<file path="src/rtl/seq_pattern_tx.sv">
// Serial pattern transmitter: sends a latched word MSB-first, reps+1 times back to back.
// Optional build macro SEQTX_PARITY_EN appends an even-parity bit after every word.
`timescale 1ns/1ps
module seq_pattern_tx #(
  parameter int WIDTH  = 8,
  parameter int REPS_W = 4
) (
  input  logic              clk,
  input  logic              rst,
  input  logic              start,
  input  logic [WIDTH-1:0]  pattern,
  input  logic [REPS_W-1:0] reps,
  output logic              x_out,
  output logic              x_valid,
  output logic              busy,
  output logic              done
);

  localparam int CNT_W = (WIDTH > 1) ? $clog2(WIDTH) : 1;
  localparam logic [CNT_W-1:0] LAST_BIT = CNT_W'(WIDTH - 1);

`ifdef SEQTX_PARITY_EN
  typedef enum logic [1:0] {IDLE, SHIFT, PAR, DONE} state_t;

  function automatic logic even_parity(input logic [WIDTH-1:0] w);
    return ^w;
  endfunction
`else
  typedef enum logic [1:0] {IDLE, SHIFT, DONE} state_t;
`endif

  state_t              state_r, state_nxt;
  logic [WIDTH-1:0]    shreg_r, shreg_nxt;
  logic [WIDTH-1:0]    pat_r;
  logic [REPS_W-1:0]   reps_r;
  logic [CNT_W-1:0]    bit_r, bit_nxt;
  logic [REPS_W-1:0]   rep_r, rep_nxt;
  logic                x_out_nxt, x_valid_nxt, busy_nxt, done_nxt;
  logic                load;
  logic                word_end;

  always_comb begin
    state_nxt   = state_r;
    shreg_nxt   = shreg_r;
    bit_nxt     = bit_r;
    rep_nxt     = rep_r;
    x_out_nxt   = 1'b0;
    x_valid_nxt = 1'b0;
    busy_nxt    = 1'b0;
    done_nxt    = 1'b0;
    load        = 1'b0;
    word_end    = 1'b0;

    case (state_r)
      IDLE: begin
        if (start) begin
          load        = 1'b1;
          state_nxt   = SHIFT;
          shreg_nxt   = pattern;
          bit_nxt     = '0;
          rep_nxt     = '0;
          x_out_nxt   = pattern[WIDTH-1];
          x_valid_nxt = 1'b1;
          busy_nxt    = 1'b1;
        end
      end
      SHIFT: begin
        busy_nxt = 1'b1;
        if (bit_r == LAST_BIT) begin
`ifdef SEQTX_PARITY_EN
          state_nxt   = PAR;
          x_out_nxt   = even_parity(pat_r);
          x_valid_nxt = 1'b1;
`else
          word_end    = 1'b1;
`endif
        end else begin
          shreg_nxt   = shreg_r << 1;
          bit_nxt     = bit_r + 1'b1;
          x_out_nxt   = shreg_r[WIDTH-2];
          x_valid_nxt = 1'b1;
        end
      end
`ifdef SEQTX_PARITY_EN
      PAR: begin
        busy_nxt = 1'b1;
        word_end = 1'b1;
      end
`endif
      DONE:    state_nxt = IDLE;
      default: state_nxt = IDLE;
    endcase

    // End of a word: either reload for the next repetition with no gap, or finish.
    if (word_end) begin
      if (rep_r < reps_r) begin
        state_nxt   = SHIFT;
        shreg_nxt   = pat_r;
        bit_nxt     = '0;
        rep_nxt     = rep_r + 1'b1;
        x_out_nxt   = pat_r[WIDTH-1];
        x_valid_nxt = 1'b1;
      end else begin
        state_nxt   = DONE;
        done_nxt    = 1'b1;
      end
    end
  end

  always_ff @(posedge clk) begin
    if (rst) begin
      state_r <= IDLE;
      bit_r   <= '0;
      rep_r   <= '0;
      x_out   <= 1'b0;
      x_valid <= 1'b0;
      busy    <= 1'b0;
      done    <= 1'b0;
    end else begin
      state_r <= state_nxt;
      bit_r   <= bit_nxt;
      rep_r   <= rep_nxt;
      x_out   <= x_out_nxt;
      x_valid <= x_valid_nxt;
      busy    <= busy_nxt;
      done    <= done_nxt;
    end
  end

  // Datapath holds no reset; it is always reloaded when a transfer is accepted.
  always_ff @(posedge clk) begin
    shreg_r <= shreg_nxt;
    if (load) begin
      pat_r  <= pattern;
      reps_r <= reps;
    end
  end

endmodule

</file>
<file path="config.mk">
export PLATFORM = sky130hd
export DESIGN_NAME = seq_pattern_tx
export DESIGN_NICKNAME = d
export VERILOG_FILES = /design/src/rtl/seq_pattern_tx.sv
export SDC_FILE = /design/constraint.sdc
export NUM_CORES = 1
export LEC_CHECK = 0
export ABC_AREA = 1
export CORE_MARGIN = 8
export CORE_UTILIZATION = 25
export DETAILED_ROUTE_END_ITERATION = 12
export PLACE_DENSITY = 0.44
export RECOVER_POWER = 50
export SYNTH_ARGS = -nofsm -noshare
export SYNTH_HDL_FRONTEND = slang
export SYNTH_SLANG_ARGS = --single-unit
export TNS_END_PERCENT = 10
</file>
<file path="constraint.sdc">
create_clock -name clk -period 2.97 [get_ports clk]
set_input_delay 0.594 -clock clk [delete_from_list [all_inputs] [get_ports clk]]
set_output_delay 0.594 -clock clk [all_outputs]
set_load 0.01 [all_outputs]
</file>
Yosys cells after proc, flatten, opt, wreduce, memory -nomap -nowiden
Index checks and enable logic that the tools add are counted.

word-level totals
  output and inout port bits = 4
  register bits = 33
  logic and storage cells = 54

operators by class
  multiplexer cells = 33
  bitwise gates (word level) = 1
  eq/ne operators = 4
  $add $sub $neg = 2
  reductions and logical operators = 3
  $lt $le $gt $ge = 1

operators by type and width
  operator                                                                count
  8-bit 2-to-1 mux                                                        4
  4-bit 2-to-1 mux                                                        4
  8-bit one-hot mux with 2 select lines                                   1
  1-bit 2-to-1 mux                                                        12
  3-bit 2-to-1 mux                                                        4
  2-bit 2-to-1 mux                                                        3
  1-bit one-hot mux with 2 select lines                                   3
  3-bit one-hot mux with 2 select lines                                   1
  4-bit by 1-bit adder with 4-bit output (second input constant)          1
  4-bit < comparator                                                      1
  2-bit one-hot mux with 2 select lines                                   1
  3-bit by 1-bit adder with 3-bit output (second input constant)          1
  3-bit equality test (second input constant)                             1
  3-bit inequality test (second input constant)                           1
  2-bit by 1-bit equality test with 1-bit output (second input constant)  1
  2-bit zero test                                                         1
  2-bit inequality test (second input constant)                           1
  2-bit AND reduction                                                     1
  2-bit OR reduction                                                      1
  1-bit NOT                                                               1

Depth between registers and ports, before layout
  word-level depth = 5
  depth in mapped cells = 10

Worst setup path before layout
Ideal clock, no wire load.

  path type = flip-flop to flip-flop
  start point = register reps_r[3]
  end point = register rep_r[0]
  path slack = 1.573 ns
  clock period less this slack = 1.397 ns
  arrival = 1.274 ns
  stages on the path, launching flop included = 8
  buffers on the path = 1
  library setup time = 0.122 ns
  cell sequence = edfxtp_1 > inv_1 > ha_1 > a21oi_4 > nand3_4 > buf_4 > nand3_1 > o21ai_0

on the way
  longest elaborated chain between the ends = 3

RTL lines
  what                    RTL line  text
  start, declared         35        logic [REPS_W-1:0] reps_r;
  start signal, assigned  135       reps_r <= reps;
  4-bit < comparator      96        if (rep_r < reps_r) begin
  4-bit 2-to-1 mux        96
  4-bit 2-to-1 mux        95        if (word_end) begin
  end signal, assigned    122       rep_r <= rep_nxt;
  end, declared           37        logic [REPS_W-1:0] rep_r, rep_nxt;

No other way between the ends.
A chain may end at the register's enable or synchronous reset.

Worst setup path after layout
  start point = input start
  end point = register shreg_r[3]

on the way
  longest elaborated chain between the ends = 4

RTL lines
  what                                       RTL line  text
  start, declared                            10        input logic start,
  8-bit 2-to-1 mux (*)                       56        if (start) begin
  8-bit one-hot mux with 2 select lines (*)  54        case (state_r)
  8-bit 2-to-1 mux                           96
  8-bit 2-to-1 mux (*)                       95
  via shreg_nxt[3]                           33        logic [WIDTH-1:0] shreg_r, shreg_nxt;
  end signal, assigned                       132       shreg_r <= shreg_nxt;
  end, declared                              33

The timed path passes the listed nets; every way through them passes the cells marked *.

==> flow_summary_export.csv <==
group,metric,value,unit
sta,fin_setup_tns,0,ns
sta,worstMarginPinSlew,0.876,ns
clocking,cts-root-buf,"clkbuf_8",
pwr,vdd_ir_drop_max,0.000189,V
sta,hold_viol_final,0,
flow_run,maxCapViolations,0,
synthesis,seq_area_frac_synth,0.494,
cells_and_area,final_cells,291,
cells_and_area,seq_area,761,µm²
cells_and_area,final_common_cell,"nand2_1",
floorplanning,core_area,5960,µm²
route,avgViaCountPerCell,4.18,
hold_path,min_path_cells,2,
clocking,cts_tree,"done",
synthesis,synth_area,1540,µm²
setup_path,endpoint_kind,"register",
clocking,post_cts_resized,0,
pwr,p_comb_frac,0.120,
clocking,cts_hold_buf,0,
cells_and_area,areaGrowthSynthToFinish,20.8,%
route,wl,3430,µm
global_routing,grt_pass1_wl,5890,µm
route,drc_errors,0,
synthesis,ys_seq_elements,32,
sta,finalCriticalPeriod,2.11,ns
synthesis,synth_top_family_by_area,"simple AND/OR/NAND/NOR gates",
place,placed_cells,283,
pwr,power.leakage,0.924,nW
sta,maxSlewHeadroom,0.416,
setup_path,cp-start-kind,"input pin",
route,drt_iter0_drc,62,
global_routing,grt_pass1_vias,1264,
floorplanning,start_util,0.259,
place,io_buffer_count,18,
synthesis,yosys.area.top_type,"dfxtp_1",
synthesis,synth_area_leaders,"dfxtp_1 26%, edfxtp_1 23%, nand2_1 16%",
pwr,swShare,0.255,
place,gp_congestion,0.704,
clocking,cts_made_buffers,5,
setup_path,r2r_cells,6,
synthesis,yosys.area_share.simple,0.319,
pwr,pwr-share-clk,0.344,
synthesis,muxShareOfSynthArea,0,
global_routing,overflow,0,
setup_path,worstPathArrival,2.34,ns
sta,rsz0062_at_grt,"no",
floorplanning,die_y,94.5,µm
setup_path,critPathKind,"in -> reg",
clocking,path_clk_slew,0.06,ns
cells_and_area,fin_nets,235,
setup_path,required,3.19,ns
cells_and_area,final_cell_mix,"66 x nand2_1, 33 x inv_1, 20 x dfxtp_1",
floorplanning,die_area,8930,µm²
route,ant_nets,0,
place,dpl.hpwl,2380,µm
global_routing,grt_usage,0.0867,
synthesis,synth_compound_area_frac,0.0431,
floorplanning,io_pins,19,
sta,fin_skew,0.00872,ns
global_routing,antenna_found_initial,0,
floorplanning,fp-row-count,28,
pwr,netSwitchingPower,0.241,mW
synthesis,yosys.area_share.adder,0.0406,
floorplanning,fp.dieW,94.5,µm
status,status,"finished, final reports clean",
clocking,cts.path.max_buffers,2,
clocking,clk_latency,0.28,ns
synthesis,synth_cell_type_count,22,
clocking,cts_setup_buffers,0,
pwr,p_seq_frac,0.536,
sta,final_max_slew_viol_count,0,
cells_and_area,multi_input_area,613,µm²
sta,finalSetupViolCount,0,
setup_path,crit_fanout,19,
clocking,cts_sinks,32,
sta,fmax,473,MHz
global_routing,grt_max_degree,21,
pwr,internal_power,0.702,mW
route,dr.pass1.iters,4,
cells_and_area,fillers,665,
synthesis,synth_area_per_cell,8.02,µm²
synthesis,synthXorXnorAreaFrac,0.00569,
pwr,power.density,507,nW/µm²
route,via_count,1216,
synthesis,yosysWarnings,0,
route,routedWlPerCell,11.8,µm
synthesis,synth_nets,212,
synthesis,synth_top_area_share,0.260,
synthesis,synthCells,192,
cells_and_area,drive_above_1_share,0.0741,
clocking,ctsHtreeMaxLevel,2,
cells_and_area,diodes,0,
hold_path,hp-class,"reg -> reg",
sta,period_share,0.712,
Yosys cell counts (all sizes together):
cell type	number
nor2	16
o21ai	5
dfxtp	20
ha	5
or2	2
a21oi	6
nand2	69
edfxtp	12
nand3	11
buf	2
inv	35
xnor2	1
nand4	7
nand3b	1
critical path, cell delays in order:
cell,delay [ns]
dlygate4sd3_1,0.56
nand2_1,0.19
inv_1,0.58
nand2_1,0.11
nand2_1,0.10
inv_1,0.04
nand2_1,0.05
nand2_1,0.06
nand2_1,0.05
layout make-up:
class	instances	area share
Sequential cell	32	0.409
Multi-Input combinational cell	123	0.330
Timing Repair Buffer	18	0.0968
Inverter	35	0.0706
Tap cell	75	0.0504
Clock buffer	7	0.0410
Clock inverter	1	0.00269
cell families (layout without fill, tap and decap cells):
kind of cell               Yosys count  count (layout)
AOI/OAI and AO/OA                   11              11
DFF                                 32              32
adders and majority gates            5               5
and+or+nand+nor                    106             106
xor gates and xnor gates             1               1
buffers and inverters               37              61
registers in the layout (all words and copies together), names as in the netlist:
signal   count
bit_r        3
busy         1
done         1
pat_r        8
rep_r        4
reps_r       4
shreg_r      7
state_r      2
x_out        1
x_valid      1
routing by layer:
| layer | vias to the layer above | routed length (µm) | global-route usage |
|---|---|---|---|
| met2 | 18 | 1460 | 0.133 |
| met1 | 546 | 1740 | 0.105 |
| li1 | 644 | - | - |
| met5 | - | 0 | 0 |
| met3 | 8 | 158 | 0.0302 |
| met4 | 0 | 67 | 0.0429 |
power groups by stage:
stage	combinational, mW	sequential [mW]	clock (mW)
after floorplan	0.0716	0.513	0
after global placement	0.119	0.514	0
after detailed placement	0.121	0.515	0
after CTS	0.121	0.505	0.345
after global routing	0.134	0.509	0.362
final	0.113	0.505	0.325
path summary, 6_finish.rpt:
path,from,endpoint,slack [ns]
worst max-delay path,start,shreg_r[3]$_DFF_P_,0.86
worst min-delay path,shreg_r[4]$_DFF_P_,shreg_r[4]$_DFF_P_,0.47
worst max register to register,reps_r[3]$_DFFE_PP_,bit_r[1]$_SDFF_PP0_,0.88
worst min register to register,shreg_r[4]$_DFF_P_,shreg_r[4]$_DFF_P_,0.47
metrics by stage:
stage | hold WS [ns] | instance area [µm²] | setup slack [ns] | utilization | power, mW
2_1_floorplan | 0.439 | 1540 | 1.57 | - | 0.584
3_3_place_gp | 0.459 | 1800 | 0.927 | 0.301 | 0.633
3_5_place_dp | 0.465 | 1800 | 0.935 | 0.301 | 0.635
4_1_cts | 0.476 | 1880 | 1.23 | 0.315 | 0.971
5_1_grt | 0.497 | 1860 | 0.575 | 0.312 | 1.01
6_report | 0.471 | 1860 | 0.855 | 0.312 | 0.943
(Power assumes the default switching activity.)
